[src/rtl/noise_channel.sv]
// APU noise voice: LFSR clocked by a period-table timer, gated by a
// length counter and scaled by a decay envelope.
module noise_channel (
    input  logic        clk,
    input  logic        rst_l,
    input  logic        cpu_clk_en,
    input  logic        apu_clk_en,
    input  logic [15:0] addr,
    input  logic [7:0]  data_in,
    input  logic        we,
    input  logic        quarter_clk_en,
    input  logic        half_clk_en,
    output logic [3:0]  out,
    output logic        length_active
);

    function automatic logic [11:0] noise_period(input logic [3:0] idx);
        logic [11:0] p;
        case (idx)
            4'd0:    p = 12'd4;
            4'd1:    p = 12'd8;
            4'd2:    p = 12'd16;
            4'd3:    p = 12'd32;
            4'd4:    p = 12'd64;
            4'd5:    p = 12'd96;
            4'd6:    p = 12'd128;
            4'd7:    p = 12'd160;
            4'd8:    p = 12'd202;
            4'd9:    p = 12'd254;
            4'd10:   p = 12'd380;
            4'd11:   p = 12'd508;
            4'd12:   p = 12'd762;
            4'd13:   p = 12'd1016;
            4'd14:   p = 12'd2034;
            default: p = 12'd4068;
        endcase
        return p;
    endfunction

    function automatic logic [7:0] len_lookup(input logic [4:0] idx);
        logic [7:0] l;
        case (idx)
            5'd0:    l = 8'd10;
            5'd1:    l = 8'd254;
            5'd2:    l = 8'd20;
            5'd3:    l = 8'd2;
            5'd4:    l = 8'd40;
            5'd5:    l = 8'd4;
            5'd6:    l = 8'd80;
            5'd7:    l = 8'd6;
            5'd8:    l = 8'd160;
            5'd9:    l = 8'd8;
            5'd10:   l = 8'd60;
            5'd11:   l = 8'd10;
            5'd12:   l = 8'd14;
            5'd13:   l = 8'd12;
            5'd14:   l = 8'd26;
            5'd15:   l = 8'd14;
            5'd16:   l = 8'd12;
            5'd17:   l = 8'd16;
            5'd18:   l = 8'd24;
            5'd19:   l = 8'd18;
            5'd20:   l = 8'd48;
            5'd21:   l = 8'd20;
            5'd22:   l = 8'd96;
            5'd23:   l = 8'd22;
            5'd24:   l = 8'd192;
            5'd25:   l = 8'd24;
            5'd26:   l = 8'd72;
            5'd27:   l = 8'd26;
            5'd28:   l = 8'd16;
            5'd29:   l = 8'd28;
            5'd30:   l = 8'd32;
            default: l = 8'd30;
        endcase
        return l;
    endfunction

    logic        halt_loop;
    logic        const_vol;
    logic [3:0]  vol;
    logic        mode;
    logic [3:0]  period_idx;
    logic        enabled;
    logic [7:0]  length;
    logic        env_start;
    logic [3:0]  decay;
    logic [3:0]  divider;
    logic [11:0] timer;
    logic [14:0] lfsr;

    logic wr;
    logic wr_ctrl;
    logic wr_period;
    logic wr_len;
    logic wr_status;
    logic quarter;
    logic half;
    logic fb;

    assign wr        = we & cpu_clk_en;
    assign wr_ctrl   = wr & (addr == 16'h400C);
    assign wr_period = wr & (addr == 16'h400E);
    assign wr_len    = wr & (addr == 16'h400F);
    assign wr_status = wr & (addr == 16'h4015);
    assign quarter   = quarter_clk_en & apu_clk_en;
    assign half      = half_clk_en & apu_clk_en;
    assign fb        = lfsr[0] ^ (mode ? lfsr[6] : lfsr[1]);

    always_ff @(posedge clk or negedge rst_l) begin
        if (!rst_l) begin
            halt_loop  <= 1'b0;
            const_vol  <= 1'b0;
            vol        <= 4'd0;
            mode       <= 1'b0;
            period_idx <= 4'd0;
            enabled    <= 1'b0;
        end else begin
            if (wr_ctrl) begin
                halt_loop <= data_in[5];
                const_vol <= data_in[4];
                vol       <= data_in[3:0];
            end
            if (wr_period) begin
                mode       <= data_in[7];
                period_idx <= data_in[3:0];
            end
            if (wr_status)
                enabled <= data_in[3];
        end
    end

    // Reload uses the period_idx held at the expiry edge; a $400E write never restarts.
    always_ff @(posedge clk or negedge rst_l) begin
        if (!rst_l) begin
            timer <= 12'd0;
            lfsr  <= 15'h0001;
        end else if (cpu_clk_en) begin
            if (timer == 12'd0) begin
                timer <= noise_period(period_idx) - 12'd1;
                lfsr  <= {fb, lfsr[14:1]};
            end else begin
                timer <= timer - 12'd1;
            end
        end
    end

    // Disable beats load, load beats the half-frame decrement.
    always_ff @(posedge clk or negedge rst_l) begin
        if (!rst_l) begin
            length <= 8'd0;
        end else if (wr_status && !data_in[3]) begin
            length <= 8'd0;
        end else if (wr_len && enabled) begin
            length <= len_lookup(data_in[7:3]);
        end else if (half && length != 8'd0 && !halt_loop) begin
            length <= length - 8'd1;
        end
    end

    always_ff @(posedge clk or negedge rst_l) begin
        if (!rst_l) begin
            env_start <= 1'b0;
            decay     <= 4'd0;
            divider   <= 4'd0;
        end else begin
            if (wr_len)
                env_start <= 1'b1;
            else if (quarter && env_start)
                env_start <= 1'b0;
            if (quarter) begin
                if (env_start) begin
                    decay   <= 4'd15;
                    divider <= vol;
                end else if (divider == 4'd0) begin
                    divider <= vol;
                    if (decay != 4'd0)
                        decay <= decay - 4'd1;
                    else if (halt_loop)
                        decay <= 4'd15;
                end else begin
                    divider <= divider - 4'd1;
                end
            end
        end
    end

    assign length_active = (length != 8'd0);
    assign out = (lfsr[0] || length == 8'd0) ? 4'd0
               : (const_vol ? vol : decay);

endmodule

[config.mk]
export PLATFORM = sky130hd
export DESIGN_NAME = noise_channel
export DESIGN_NICKNAME = d
export VERILOG_FILES = /design/src/rtl/noise_channel.sv
export SDC_FILE = /design/constraint.sdc
export NUM_CORES = 1
export LEC_CHECK = 0
export BUFFER_PORTS_ARGS = -buffer_cell sky130_fd_sc_hd__buf_4
export CAP_MARGIN = 15
export CORE_UTILIZATION = 55
export CTS_BUF_LIST = sky130_fd_sc_hd__clkbuf_16
export CTS_CLUSTER_DIAMETER = 100
export DETAILED_ROUTE_END_ITERATION = 7
export PLACE_DENSITY = 0.72
export SLEW_MARGIN = 20
export SYNTH_ARGS = -nofsm -noshare
export SYNTH_HDL_FRONTEND = slang
export SYNTH_SLANG_ARGS = --single-unit
[constraint.sdc]
create_clock -name clk -period 4.15 [get_ports clk]
set_input_delay 0.2075 -clock clk [delete_from_list [all_inputs] [get_ports clk]]
set_output_delay 0.2075 -clock clk [all_outputs]
set_load 0.05 [all_outputs]
==> impl_metrics.yaml, run 1 <==
placed_design:
  post-place-ws_ns: 1.78
  dp_hpwl_mm: 5.63
  gp_congestion: 0.874
  placed_area_sq_um: 3930
  io_buffers: 35
cells_and_area:
  syn2layout_area_growth_pct: 12.6
  antenna_cells: 0
  layout_common_cells: "nand2_1 (62), dfrtp_1 (55), buf_4 (35)"
  nets: 465
  fill_cells: 540
  drive_gt1_share_pct: 17.5
  final_area_sq_um: 4100
  layout_commonest_cell: "nand2_1"
sta:
  setup_slack_ns: 1.77
  tns_ns: 0
  fin_crit_ns: 2.38
  max_freq_mhz: 420
  slew_viol_final: 0
  finalSetupViolCount: 0
  rsz0062_at_grt: "false"
  finClkSkew_ns: 0.0101
  tightestPinTransition_ns: 0.815
  fin_crit_sh_pct: 57.4
  hold_viol: 0
  slew_headroom_pct: 45.5
floorplan:
  die-area_sq_um: 6960
  io_pins: 36
  core-area_sq_um: 6390
  rows: 29
  die-width_microns: 83.4
  die_y_microns: 83.4
  start_util_pct: 57.1
critical_path:
  slowest_stage: "dfrtp_1"
  cp.arrival_ns: 2.57
  path_cells: "inv_1 > maj3_1 > a21oi_1 > ha_1 > or4bb_1 > o311ai_0 > a32oi_1 > o21a_1"
  crit_family: "adder cells"
  max_stage_delay_ns: 0.58
  crit_buf_inv: 1
  reg2reg_slack_ns: 1.77
  cp-end-kind: "flop"
  criticalPathCategory: "flop to flop"
  cp.required_ns: 4.34
  worst_setup_path_start_kind: "flop"
  path_max_fanout: 15
detailed_routing:
  ant_nets: 0
  vias_per_cell: 6.16
  wl_per_cell_microns: 15.9
  drt-total-wl_mm: 7.96
  drtIter0Drc: 179
  firstDrtPassIters: 4
  drc: 0
  vias: 3072
clock_network:
  clock_sinks: 56
  hold_buffers: 1
  clockBufferDepth: 2
  htreeDepth: 2
  clockRootBuffer: "clkbuf_16"
  cts_made_buffers: 5
  cts_resized: 0
  clk_latency_ns: 0.29
  cts.clk_slew.worst_paths_ns: 0.07
  postCtsSetupBuffers: 0
  cts_tree: "yes"
synthesis:
  async_flop_share_pct: 100
  syn-cell-area_sq_um: 3640
  synth_top_cell_by_area: "dfrtp_1"
  synth_seq_cells: 56
  synth_cells: 396
  ys_top_cells_by_area: "dfrtp_1 (38%), nand2_1 (6.4%), ha_1 (4.5%)"
  ys_warn_count: 0
  synth_edf_count: 0
  ys_seq_area_share_pct: 38.5
  synth_cell_types: 72
  synth_top_area_share_pct: 37.8
  synthesis.nets: 440
  avgSynthCellArea_sq_um: 9.20
  ys.flop_type: "dfrtp_1"
global_route:
  antenna_found_initial: 0
  grt_pass1_wl_mm: 13.9
  grt_usage_pct: 24.5
  grt_pass1_vias: 2972
  gr-total-overflow: 0
  grt_max_degree: 57
power:
  ir_drop_mv: 0.317
  p_leak_nw: 1.82
  clkPwrFrac_pct: 24.6
  p_sw_mw: 0.712
  switching_share_pct: 36.4
  power_density_nw_per_um2: 477
  p_seq_share_pct: 42.0
  combPwrFrac_pct: 33.4
  intPower_mw: 1.24
job:
  drv_cap: 0
hold_path:
  hp-class: "primary input to flop"
run_status:
  status: "complete, no violations"
worst paths after layout:
kind,endpoint,start,cells past startpoint
setup reg to reg,timer[7],period_idx[2],8
hold reg to reg,lfsr[11],lfsr[11],2
hold / removal,vol[0],data_in[0],2
min in group asynchronous,divider[0],rst_l,2
setup / recovery,timer[7],period_idx[2],8
max in group asynchronous,env_start,rst_l,2
synthesized netlist by cell type (all sizes together) (2+ instances only):
master / instances
nand4: 4
or3b: 2
maj3: 2
nand2: 62
o311ai: 2
nor2: 16
a22oi: 3
nor4b: 8
clkbuf: 13
ha: 13
xnor2: 4
and2: 2
o32a: 3
mux2: 13
o21a: 3
nand4b: 2
inv: 20
nand3: 9
and4: 2
a211oi: 6
o21ai: 15
nor2b: 5
a2111oi: 2
and3: 5
a221oi: 2
o22ai: 10
nand3b: 4
or2: 3
a31oi: 5
dfrtp: 55
xor2: 3
mux2i: 10
a21oi: 14
o221ai: 2
nor3b: 4
or3: 5
nand2b: 8
a41oi: 2
buf: 5
nor4: 6
a32oi: 3
nor3: 18
per-layer routing:
| metal | up-vias | share of wire [%] | GRT usage [%] |
|---|---|---|---|
| met5 | - | 0 | 0 |
| met4 | 0 | 2.4 | 8.62 |
| met3 | 15 | 4.1 | 3.28 |
| met2 | 80 | 46 | 39.0 |
| met1 | 1464 | 48 | 34.5 |
| li1 | 1513 | - | - |
kinds of logic after synthesis:
| group | after synthesis | share of synthesized area (%) |
|---|---|---|
| XOR/XNOR | 7 | 1.68 |
| multiplexers | 24 | 7.38 |
| buffers and inverters | 39 | 4.29 |
| flip-flops | 56 | 38.5 |
| AND/OR/NAND/NOR | 171 | 26.8 |
| adder cells (fa/ha/maj) | 15 | 5.01 |
| AO/OA/AOI/OAI | 84 | 16.3 |
power by group through the flow:
stage / Combinational, mW / Sequential (mW) / Clock, mW
global route: 0.738 / 0.842 / 0.507
detailed placement: 0.648 / 0.824 / 0
floorplan: 0.513 / 0.780 / 0
global placement: 0.640 / 0.818 / 0
finish: 0.653 / 0.821 / 0.482
CTS: 0.656 / 0.817 / 0.485
registers in the layout (all words and copies together), names as in the netlist, 4 cells and up:
signal,flops
timer,12
length,8
divider,4
lfsr,15
vol,4
period_idx,4
decay,4
layout make-up:
| type | count | area [sq um] | share of cell area [%] |
|---|---|---|---|
| Multi-Input combinational cell | 301 | 2090 | 50.8 |
| Sequential cell | 56 | 1400 | 34.2 |
| Timing Repair Buffer | 36 | 273 | 6.65 |
| Clock buffer | 5 | 125 | 3.05 |
| Tap cell | 77 | 96.3 | 2.35 |
| Inverter | 21 | 78.8 | 1.92 |
| Clock inverter | 3 | 42.5 | 1.04 |
stage by stage:
stage | hold WS (ns) | util (%) | std cells | power, mW
floorplan | -0.0881 | - | 396 | 1.29
global placement | 0.304 | 61.5 | 490 | 1.46
detailed placement | 0.302 | 61.5 | 490 | 1.47
CTS | 0.159 | 64.3 | 499 | 1.96
global route | 0.159 | 64.3 | 499 | 2.09
finish | 0.160 | 64.3 | 499 | 1.96
(Power assumes the default switching activity.)
==> run 2, diff against run 1 <==
- clock period: 4.15 -> 2.3 ns (I/O delays scaled with it)
==> impl_metrics.yaml, run 2 (synthesis gave the netlist of run 1 again) <==
sta:
  slew_viol_final: 0
  fin_crit_ns: 2.04
  fin_crit_sh_pct: 88.9
  tns_ns: 0
  tightestPinTransition_ns: 0.706
  rsz0062_at_grt: "false"
  hold_slack_ns: 0.0652
  max_freq_mhz: 489
  finalSetupViolCount: 0
  finClkSkew_ns: 0.00533
  hold_viol: 0
  slew_headroom_pct: 52.9
cells_and_area:
  largest_reg_flops: 15
  nets: 475
  utilization_pct: 65.9
  fill_cells: 546
  layout_common_cells: "nand2_1 (62), dfrtp_1 (55), buf_4 (45)"
  multi_input_area_sq_um: 2100
  regArea_sq_um: 1400
  largest_register: "lfsr"
  reg.largest.list: "lfsr x15, timer x12, length x8"
  drive_gt1_share_pct: 19.7
  syn2layout_area_growth_pct: 15.6
  instances_no_fill: 508
  layout_commonest_cell: "nand2_1"
  antenna_cells: 0
clock_network:
  postCtsSetupBuffers: 0
  htreeDepth: 2
  clk_latency_ns: 0.29
  cts.clk_slew.worst_paths_ns: 0.07
  cts_made_buffers: 5
  clockBufferDepth: 2
  clock_sinks: 56
  cts_tree: "yes"
  clockRootBuffer: "clkbuf_16"
floorplan:
  die_y_microns: 83.4
  rows: 29
  core-area_sq_um: 6390
  start_util_pct: 57.1
  die-area_sq_um: 6960
  io_pins: 36
  die-width_microns: 83.4
placed_design:
  io_buffers: 35
  dp_cells: 500
  gp_congestion: 0.914
  dp_hpwl_mm: 5.89
critical_path:
  path_max_fanout: 4
  cp-end-kind: "flop"
  path_cells: "maj3_1 > a21oi_1 > ha_1 > or4bb_1 > o311ai_1 > a32oi_1 > o21a_1"
  cp.required_ns: 2.48
  worst_setup_path_start_kind: "flop"
  cp.arrival_ns: 2.23
  slowest_stage: "dfrtp_1"
  startpoint: "period_idx[1]"
  criticalPathCategory: "flop to flop"
  r2r-start: "period_idx[1]"
  max_stage_delay_ns: 0.41
global_route:
  grt_pass1_vias: 3000
  grt_max_degree: 57
  grt_usage_pct: 25.4
  antenna_found_initial: 0
  grt_pass1_wl_mm: 14.4
  gr-total-overflow: 0
detailed_routing:
  drtIter0Drc: 143
  vias_per_cell: 6.20
  vias: 3152
  drt-total-wl_mm: 8.13
  wl_per_cell_microns: 16.0
  drc: 0
  ant_nets: 0
  firstDrtPassIters: 6
hold_path:
  hold_start: "data_in[2]"
  hp-class: "primary input to flop"
run_status:
  status: "complete, no violations"
power:
  ir_drop_mv: 0.581
  finalPower_mw: 3.67
  power_density_nw_per_um2: 871
  p_leak_nw: 1.88
job:
  drv_cap: 0
-- run 2: power breakdown --
part / switching, mW / total, mW / leakage [nW] / internal [mW]
registers: 0.290 / 1.49 / 0.728 / 1.20
clock network: 0.338 / 0.956 / 0.0899 / 0.618
logic: 0.661 / 1.22 / 1.06 / 0.561
total: 1.29 / 3.67 / 1.88 / 2.38
-- run 2: final cells by class --
class | instances | share of cell area [%]
clock buffers | 5 | 2.97
well taps | 77 | 2.29
clock inverters | 2 | 1.43
inverters | 21 | 1.87
multi-input cells | 301 | 49.9
flip-flops and latches | 56 | 33.3
repair buffers | 46 | 8.26
-- run 2: worst paths after layout --
path	endpoint	slack (ns)	cells after the start
worst min register to register	lfsr[3]	0.47	2
worst max register to register	timer[7]	0.26	7
max in group asynchronous	lfsr[2]	1.42	2
min in group asynchronous	divider[1]	0.41	2
worst max-delay path	timer[7]	0.26	7
worst min-delay path	period_idx[2]	0.07	2
-- run 2: critical path: cells and delay by family, from the launching register on --
| kind | cells | cell delay, ns |
|---|---|---|
| AOI/OAI and AO/OA | 4 | 0.55 |
| and+or+nand+nor | 1 | 0.40 |
| adders and majority gates | 2 | 0.57 |
| DFF | 1 | 0.41 |
-- run 2: per-layer routing --
layer  global-route usage, %  share of wire [%]  up-vias
li1                        -                  -     1531
met1                    35.9                 47     1521
met2                    39.7                 47       87
met3                    4.08                5.0       13
met4                    8.46                1.4        0
met5                       0                  0        -
-- run 2: per-stage QoR --
| step | worst slack (ns) | area (sq um) |
|---|---|---|
| after floorplan | 0.00828 | 3640 |
| after global placement | 0.332 | 4000 |
| after detailed placement | 0.188 | 4000 |
| after CTS | 0.101 | 4200 |
| after global routing | 0.0712 | 4210 |
| final | 0.255 | 4210 |
-- run 2: what timing repair did --
item / CTS / global route
setup endpoints to repair: 0 / 6
hold buffers: 1 / 0
resized for setup: 0 / 3
endpoints found under the hold margin: 55 / 0
